File: config.mk
export PLATFORM = sky130hd
export DESIGN_NAME = cpu_run_ctrl_flat
export DESIGN_NICKNAME = d
export VERILOG_FILES = /design/src/rtl/cpu_run_ctrl_pkg.sv /design/src/rtl/cpu_run_ctrl_if.sv /design/src/rtl/cpu_run_ctrl_req_edge.sv /design/src/rtl/cpu_run_ctrl.sv /design/src/flat_wrapper.sv
export SDC_FILE = /design/constraint.sdc
export NUM_CORES = 1
export LEC_CHECK = 0
export CAP_MARGIN = 20
export CELL_PAD_IN_SITES_DETAIL_PLACEMENT = 1
export CELL_PAD_IN_SITES_GLOBAL_PLACEMENT = 1
export CORE_ASPECT_RATIO = 1.4
export CORE_MARGIN = 10
export CORE_UTILIZATION = 30
export DETAILED_ROUTE_END_ITERATION = 10
export DONT_BUFFER_PORTS = 1
export HOLD_SLACK_MARGIN = 0.03
export PLACE_DENSITY_LB_ADDON = 0.1
export SYNTH_ARGS = -nofsm -noshare
export SYNTH_HDL_FRONTEND = slang
export SYNTH_HIERARCHICAL = 1
export SYNTH_SLANG_ARGS = --single-unit
File: constraint.sdc
create_clock -name cpuClk -period 1.9 [get_ports cpuClk]
set_clock_uncertainty 0.05 [all_clocks]
set_input_delay 0.19 -clock cpuClk [delete_from_list [all_inputs] [get_ports cpuClk]]
set_output_delay 0.19 -clock cpuClk [all_outputs]
set_load 0.02 [all_outputs]
File: src/rtl/cpu_run_ctrl_pkg.sv
// Shared definitions for the CPU run-control sequencer: state encodings,
// halt-cause codes and the rising-edge helper used by the request detectors.
package cpu_run_ctrl_pkg;

  typedef enum logic [1:0] {
    ST_HALT  = 2'd0,
    ST_STEP  = 2'd1,
    ST_RUN   = 2'd2,
    ST_BURST = 2'd3
  } run_state_e;

  localparam logic [1:0] CAUSE_RESET = 2'd0;
  localparam logic [1:0] CAUSE_REQ   = 2'd1;
  localparam logic [1:0] CAUSE_BP    = 2'd2;
  localparam logic [1:0] CAUSE_BURST = 2'd3;

  function automatic logic rise(input logic cur, input logic prev);
    return cur & ~prev;
  endfunction

endpackage

File: src/rtl/cpu_run_ctrl_if.sv
// Request/status bundle between the board-side debug inputs and the run
// controller; master drives requests, slave (the controller) drives status.
interface cpu_run_ctrl_if #(
  parameter int PC_W    = 32,
  parameter int BURST_W = 16,
  parameter int CNT_W   = 32
);
  logic               stepReq;
  logic               runReq;
  logic               haltReq;
  logic               burstReq;
  logic [BURST_W-1:0] burstLen;
  logic               bpEnable;
  logic [PC_W-1:0]    bpAddr;
  logic [PC_W-1:0]    pcIn;

  logic               cpuEn;
  logic               halted;
  logic [1:0]         haltCause;
  logic [BURST_W-1:0] burstLeft;
  logic [CNT_W-1:0]   cycleCount;

  modport master (
    output stepReq, runReq, haltReq, burstReq, burstLen,
    output bpEnable, bpAddr, pcIn,
    input  cpuEn, halted, haltCause, burstLeft, cycleCount
  );

  modport slave (
    input  stepReq, runReq, haltReq, burstReq, burstLen,
    input  bpEnable, bpAddr, pcIn,
    output cpuEn, halted, haltCause, burstLeft, cycleCount
  );

endinterface

File: src/rtl/cpu_run_ctrl_req_edge.sv
// Registered rising-edge detector for one debounced request level. History
// resets to 1 so a request already high through reset never fires.
module req_edge
  import cpu_run_ctrl_pkg::*;
(
  input  logic cpuClk,
  input  logic rst,
  input  logic i_level,
  output logic o_edge
);

  logic r_prev;
  logic r_edge;

  always_ff @(posedge cpuClk or posedge rst) begin
    if (rst) begin
      r_prev <= 1'b1;
      r_edge <= 1'b0;
    end else begin
      r_prev <= i_level;
      r_edge <= rise(i_level, r_prev);
    end
  end

  assign o_edge = r_edge;

endmodule

File: src/rtl/cpu_run_ctrl.sv
// Run-control sequencer: generates the CPU clock enable for halt, single-step,
// N-instruction burst, free-run and PC-breakpoint operation.
module cpu_run_ctrl
  import cpu_run_ctrl_pkg::*;
#(
  parameter int PC_W    = 32,
  parameter int BURST_W = 16,
  parameter int CNT_W   = 32
) (
  input  logic           cpuClk,
  input  logic           rst,
  cpu_run_ctrl_if.slave  io_ctl
);

  logic w_stepEdge;
  logic w_runEdge;
  logic w_haltEdge;
  logic w_burstEdge;

  req_edge u_step_edge  (.cpuClk(cpuClk), .rst(rst), .i_level(io_ctl.stepReq),  .o_edge(w_stepEdge));
  req_edge u_run_edge   (.cpuClk(cpuClk), .rst(rst), .i_level(io_ctl.runReq),   .o_edge(w_runEdge));
  req_edge u_halt_edge  (.cpuClk(cpuClk), .rst(rst), .i_level(io_ctl.haltReq),  .o_edge(w_haltEdge));
  req_edge u_burst_edge (.cpuClk(cpuClk), .rst(rst), .i_level(io_ctl.burstReq), .o_edge(w_burstEdge));

  run_state_e         r_state;
  run_state_e         w_stateNext;
  logic               r_skipBp;
  logic               w_skipBpNext;
  logic [1:0]         r_cause;
  logic [1:0]         w_causeNext;
  logic [BURST_W-1:0] r_burstLeft;
  logic [BURST_W-1:0] w_burstLeftNext;
  logic [CNT_W-1:0]   r_cycleCount;
  logic [PC_W-1:0]    w_pcDiff;
  logic               w_bpHit;
  logic               w_cpuEn;

  assign w_pcDiff = io_ctl.pcIn ^ io_ctl.bpAddr;
  // skipBp lets execution resume from the PC that caused the breakpoint halt
  assign w_bpHit  = io_ctl.bpEnable & ~(|w_pcDiff) & ~r_skipBp;

  always_comb begin
    w_stateNext     = r_state;
    w_causeNext     = r_cause;
    w_burstLeftNext = r_burstLeft;
    w_skipBpNext    = r_skipBp;
    w_cpuEn         = 1'b0;

    case (r_state)
      ST_HALT: begin
        if (w_haltEdge) begin
          w_stateNext = ST_HALT;
        end else if (w_stepEdge) begin
          w_stateNext  = ST_STEP;
          w_skipBpNext = 1'b1;
        end else if (w_burstEdge) begin
          w_burstLeftNext = io_ctl.burstLen;
          if (io_ctl.burstLen == '0) begin
            w_causeNext = CAUSE_BURST;
          end else begin
            w_stateNext  = ST_BURST;
            w_skipBpNext = 1'b1;
          end
        end else if (w_runEdge) begin
          w_stateNext  = ST_RUN;
          w_skipBpNext = 1'b1;
        end
      end

      ST_STEP: begin
        w_cpuEn     = 1'b1;
        w_stateNext = ST_HALT;
        w_causeNext = CAUSE_REQ;
      end

      ST_RUN: begin
        w_cpuEn = ~w_bpHit & ~w_haltEdge;
        if (w_haltEdge) begin
          w_stateNext = ST_HALT;
          w_causeNext = CAUSE_REQ;
        end else if (w_bpHit) begin
          w_stateNext = ST_HALT;
          w_causeNext = CAUSE_BP;
        end
      end

      ST_BURST: begin
        w_cpuEn = ~w_bpHit & ~w_haltEdge;
        if (w_haltEdge) begin
          w_stateNext = ST_HALT;
          w_causeNext = CAUSE_REQ;
        end else if (w_bpHit) begin
          w_stateNext = ST_HALT;
          w_causeNext = CAUSE_BP;
        end else begin
          w_burstLeftNext = r_burstLeft - BURST_W'(1);
          if (r_burstLeft == BURST_W'(1)) begin
            w_stateNext = ST_HALT;
            w_causeNext = CAUSE_BURST;
          end
        end
      end

      default: begin
        w_stateNext = ST_HALT;
      end
    endcase

    if (w_cpuEn) begin
      w_skipBpNext = 1'b0;
    end
  end

  always_ff @(posedge cpuClk or posedge rst) begin
    if (rst) begin
      r_state      <= ST_HALT;
      r_skipBp     <= 1'b0;
      r_cause      <= CAUSE_RESET;
      r_burstLeft  <= '0;
      r_cycleCount <= '0;
    end else begin
      r_state     <= w_stateNext;
      r_skipBp    <= w_skipBpNext;
      r_cause     <= w_causeNext;
      r_burstLeft <= w_burstLeftNext;
      if (w_cpuEn) begin
        r_cycleCount <= r_cycleCount + CNT_W'(1);
      end
    end
  end

  assign io_ctl.cpuEn      = w_cpuEn;
  assign io_ctl.halted     = (r_state == ST_HALT);
  assign io_ctl.haltCause  = r_cause;
  assign io_ctl.burstLeft  = r_burstLeft;
  assign io_ctl.cycleCount = r_cycleCount;

endmodule

File: src/flat_wrapper.sv
// flat-port wrapper written by rule: the top's interface ports become plain ports
module cpu_run_ctrl_flat import cpu_run_ctrl_pkg::*;
#(
  parameter int PC_W    = 32,
  parameter int BURST_W = 16,
  parameter int CNT_W   = 32
)
  (cpuClk, rst, io_ctl_stepReq, io_ctl_runReq, io_ctl_haltReq, io_ctl_burstReq, io_ctl_burstLen, io_ctl_bpEnable, io_ctl_bpAddr, io_ctl_pcIn, io_ctl_cpuEn, io_ctl_halted, io_ctl_haltCause, io_ctl_burstLeft, io_ctl_cycleCount);
  cpu_run_ctrl_if #(.PC_W(PC_W), .BURST_W(BURST_W), .CNT_W(CNT_W)) io_ctl_i ();
  input  logic cpuClk;
  input  logic rst;
  input wire logic [$bits(io_ctl_i.stepReq)-1:0] io_ctl_stepReq;
  input wire logic [$bits(io_ctl_i.runReq)-1:0] io_ctl_runReq;
  input wire logic [$bits(io_ctl_i.haltReq)-1:0] io_ctl_haltReq;
  input wire logic [$bits(io_ctl_i.burstReq)-1:0] io_ctl_burstReq;
  input wire logic [$bits(io_ctl_i.burstLen)-1:0] io_ctl_burstLen;
  input wire logic [$bits(io_ctl_i.bpEnable)-1:0] io_ctl_bpEnable;
  input wire logic [$bits(io_ctl_i.bpAddr)-1:0] io_ctl_bpAddr;
  input wire logic [$bits(io_ctl_i.pcIn)-1:0] io_ctl_pcIn;
  output wire logic [$bits(io_ctl_i.cpuEn)-1:0] io_ctl_cpuEn;
  output wire logic [$bits(io_ctl_i.halted)-1:0] io_ctl_halted;
  output wire logic [$bits(io_ctl_i.haltCause)-1:0] io_ctl_haltCause;
  output wire logic [$bits(io_ctl_i.burstLeft)-1:0] io_ctl_burstLeft;
  output wire logic [$bits(io_ctl_i.cycleCount)-1:0] io_ctl_cycleCount;
  assign io_ctl_i.stepReq = io_ctl_stepReq;
  assign io_ctl_i.runReq = io_ctl_runReq;
  assign io_ctl_i.haltReq = io_ctl_haltReq;
  assign io_ctl_i.burstReq = io_ctl_burstReq;
  assign io_ctl_i.burstLen = io_ctl_burstLen;
  assign io_ctl_i.bpEnable = io_ctl_bpEnable;
  assign io_ctl_i.bpAddr = io_ctl_bpAddr;
  assign io_ctl_i.pcIn = io_ctl_pcIn;
  assign io_ctl_cpuEn = io_ctl_i.cpuEn;
  assign io_ctl_halted = io_ctl_i.halted;
  assign io_ctl_haltCause = io_ctl_i.haltCause;
  assign io_ctl_burstLeft = io_ctl_i.burstLeft;
  assign io_ctl_cycleCount = io_ctl_i.cycleCount;
  cpu_run_ctrl #(.PC_W(PC_W), .BURST_W(BURST_W), .CNT_W(CNT_W)) u_core (.cpuClk(cpuClk), .rst(rst), .io_ctl(io_ctl_i));
endmodule
==> metrics.txt <==
run status=finished with violations; failing checks=negative setup slack; M3 GR Usage=4.61%; top achievable clock speed=slightly below 0.5 GHz; met2 usage=27.8%; peak supply drop=around 0.00050 V; total inserted antenna cells=0; cells along the critical path=or4_4, or3_4, o31ai_2, nand3_1, a22o_1; buffering stage count on the worst path with inverters included=0; number of violations reported at the end of detailed-routing iteration 0=118; core area=0.0118 mm^2; clock tree sinks=between 60 and 70; via count of the first global-routing pass=3684; number of nets in the layout=roughly 540; number of top-level pins=139; buffers added on ports=0; FF+latch count, synth=61; endpoint arrival time on the critical path=about 2.2 ns; Tightest Pin Transition=0.511 ns; relative slew slack=between 60% and 70%; placer congestion estimate=0.778; kind of end point of the critical path=register; clock insertion delay at the later pin of the skew report=0.33 ns; number of optimization iterations in the first detailed-route pass=4; routed via count=3260; wire length of the first global-routing pass=20.5 mm; share of synthesized cell area in full adder, half adder and majority cells=1.04%; Die W=113 um; setup violation total in the final timing report=9; Total Routed Length=12.6 mm; mux share of post-synthesis cell area=0.311%; TritonCTS clock tree=done; gate count of the mapped netlist=between 300 and 400; largest net degree at the start of global routing=34; unrepaired setup endpoints after global routing=yes; part of the Yosys area used for sequential elements=roughly 42%; H-Tree Depth=3; cell type with the largest total area after synthesis=dfrtp_1; met1 Resource Use GR=15.2%; simple logic cell fraction of the synthesized area=25.6%; cts bufs inserted=9; maximum root-to-sink buffer count=2; Core Rows=47; main combinational cell family by area after synthesis=simple AND/OR/NAND/NOR gates; remaining design rule violation count=0; CP delay by family, top=simple AND/OR/NAND/NOR gates; antenna violations before repair=0; Chip Height=between 100 and 150 um; share of synthesized registers carrying an async set or reset=between 90% and 100%; total number of yosys warnings=6; slowest CP cell=or4_4; post-synthesis xor/xnor area fraction=approximately 15%; vias per cell=5.40; max incr delay on CP=0.53 ns; mean instance size in the synthesized netlist=9.54 um^2; Area Growth Syn to Fin=33.9%; least setup slack across all paths after layout=-0.164 ns; Worst Hold Class=input port to register; Post-Synthesis Net Count=469; register-to-register path setup slack=-0.16 ns; number of max-slew violations in the final report=0; TNS Setup=-1.01 ns; leftover overflow at the end of global routing=0; area fraction in compound gates after synthesis=about an eighth; clock root buffer=clkbuf_16; clock period minus final worst setup slack=around 2.1 ns; Synth Flop Type=dfrtp_1; count of maximum capacitance violations=0; number of flops mapped to enable cells by yosys=0; area enclosed by the die boundary=0.0169 mm^2; Netlist Area Pre-Place=0.00362 mm^2; share of the clock period used by the worst path after layout=109%; total track usage=about 15%; Total Power Consumption=6.25 mW; fraction of post-synthesis cell area in the top cell type by area=39.4%; Leakage=1.99 nW; worst endpoint required time=2.06 ns; mean routed wirelength per cell=20.9 um; post-synthesis cell type count=54; clock transition at the registers of the reported paths=0.05 ns; post-detailed-placement half-perimeter wirelength=roughly 10 mm; Starting Density=30.6%; Filler Cells Inserted=1326; final hold vios=0; critical-path maximum fanout=4; post-route antenna net violation count=0; ratio of total power to cell area=between 1000 and 1500 mW/mm^2; CP startpoint kind=register; most congested layer reported by global routing=met2; start-to-end type of the worst setup path=register to register; cell types with the largest area share after synthesis=dfrtp_1, xnor2_1, nand4_1; ratio of cells with drive above 1 in the final layout=between 20% and 30%
[path summary, 6_finish.rpt]
kind                                       startpoint                     endpoint  cells after the start
min in group asynchronous                         rst   u_core/u_burst_edge/o_edge                      2
max in group asynchronous                         rst  u_core/io_ctl.cycleCount[1]                      3
hold reg to reg            u_core/u_burst_edge/r_prev   u_core/u_burst_edge/o_edge                      1
hold / removal                    io_ctl_burstLen[14]  u_core/io_ctl.burstLeft[14]                      2
setup reg to reg           u_core/io_ctl.burstLeft[8]  u_core/io_ctl.burstLeft[15]                      5
setup / recovery           u_core/io_ctl.burstLeft[8]  u_core/io_ctl.burstLeft[15]                      5
[synthesized netlist by cell type (all sizes together), types with 9 or more instances]
| cell type | count |
|---|---|
| nor2 | 17 |
| clkbuf | 15 |
| nand3 | 21 |
| o21ai | 12 |
| xnor2 | 60 |
| dfrtp | 57 |
| inv | 13 |
| nor3 | 9 |
| nand2 | 21 |
| a21oi | 19 |
| nand4 | 33 |
| and4 | 10 |
| and3 | 10 |
[cells in the final DEF, fill, tap and decap left out, types with 8 or more instances in the layout]
cell | synthesis | layout
dfrtp_1 | 57 | 53
a21oi_1 | 18 | 12
nand4_1 | 32 | 32
nand3_1 | 21 | 21
nand2_1 | 21 | 19
inv_1 | 12 | 10
xnor2_1 | 60 | 60
buf_4 | 0 | 69
nor2_1 | 17 | 14
clkbuf_16 | 0 | 9
and3_1 | 10 | 10
and4_1 | 10 | 9
o21ai_0 | 11 | 8
a31oi_1 | 8 | 8
[metal layers]
layer  vias up  wire length, um  part of all wire, %
li1       1521                -                    -
met1      1635             4540                   36
met2        80             6960                   55
met3        24              866                  6.9
met4         0              267                  2.1
met5         -                0                    0
[state kept, by name, summed over array words and instances (netlist names), 2 cells and up]
signal / cells
u_core/r_state: 2
u_core/io_ctl.haltCause: 2
u_core/io_ctl.burstLeft: 16
u_core/io_ctl.cycleCount: 32
[cell type report]
type | instances | area, um^2 | share of cell area (%)
clock buffer | 12 | 246 | 5.09
clock inverter | 4 | 95.1 | 1.96
inverter | 13 | 52.6 | 1.09
multi-input combinational | 285 | 2040 | 42.2
sequential | 61 | 1540 | 31.7
tap | 147 | 184 | 3.80
timing repair buffer | 82 | 684 | 14.1
[metrics by stage]
step | worst slack, ns | util (%) | hold slack [ns] | std cells | area, um^2
after CTS | -0.178 | 40.6 | 0.0340 | 605 | 4800
final | -0.164 | 41.0 | 0.0412 | 604 | 4840
after floorplan | -0.252 | - | -0.120 | 379 | 3630
after global placement | -0.248 | 36.2 | -0.116 | 574 | 4270
after global routing | -0.260 | 41.0 | 0.0525 | 604 | 4840
after detailed placement | -0.282 | 36.2 | -0.114 | 574 | 4270
[where the power goes]
part           internal, mW  leakage (nW)  switching, mW
sequential             1.60         0.766          0.267
combinational          1.05          1.06           1.44
clock                  1.32         0.167          0.578
total                  3.97          1.99           2.28
[timing repair]
action                     4_1_cts  5_1_grt
setup endpoints to repair       10       44
resized for setup               13       19
pin swaps                        7        3
hold buffers                     5        0
hold endpoints to repair        69        0
setup buffers                   11        2
[logic make-up after synthesis]
family | Yosys count
flops | 61
mux | 1
buf+inv | 33
fa+ha+maj | 3
simple gates | 154
xor+xnor | 63
compound gates | 64
Power figures use the tool's default switching activity.
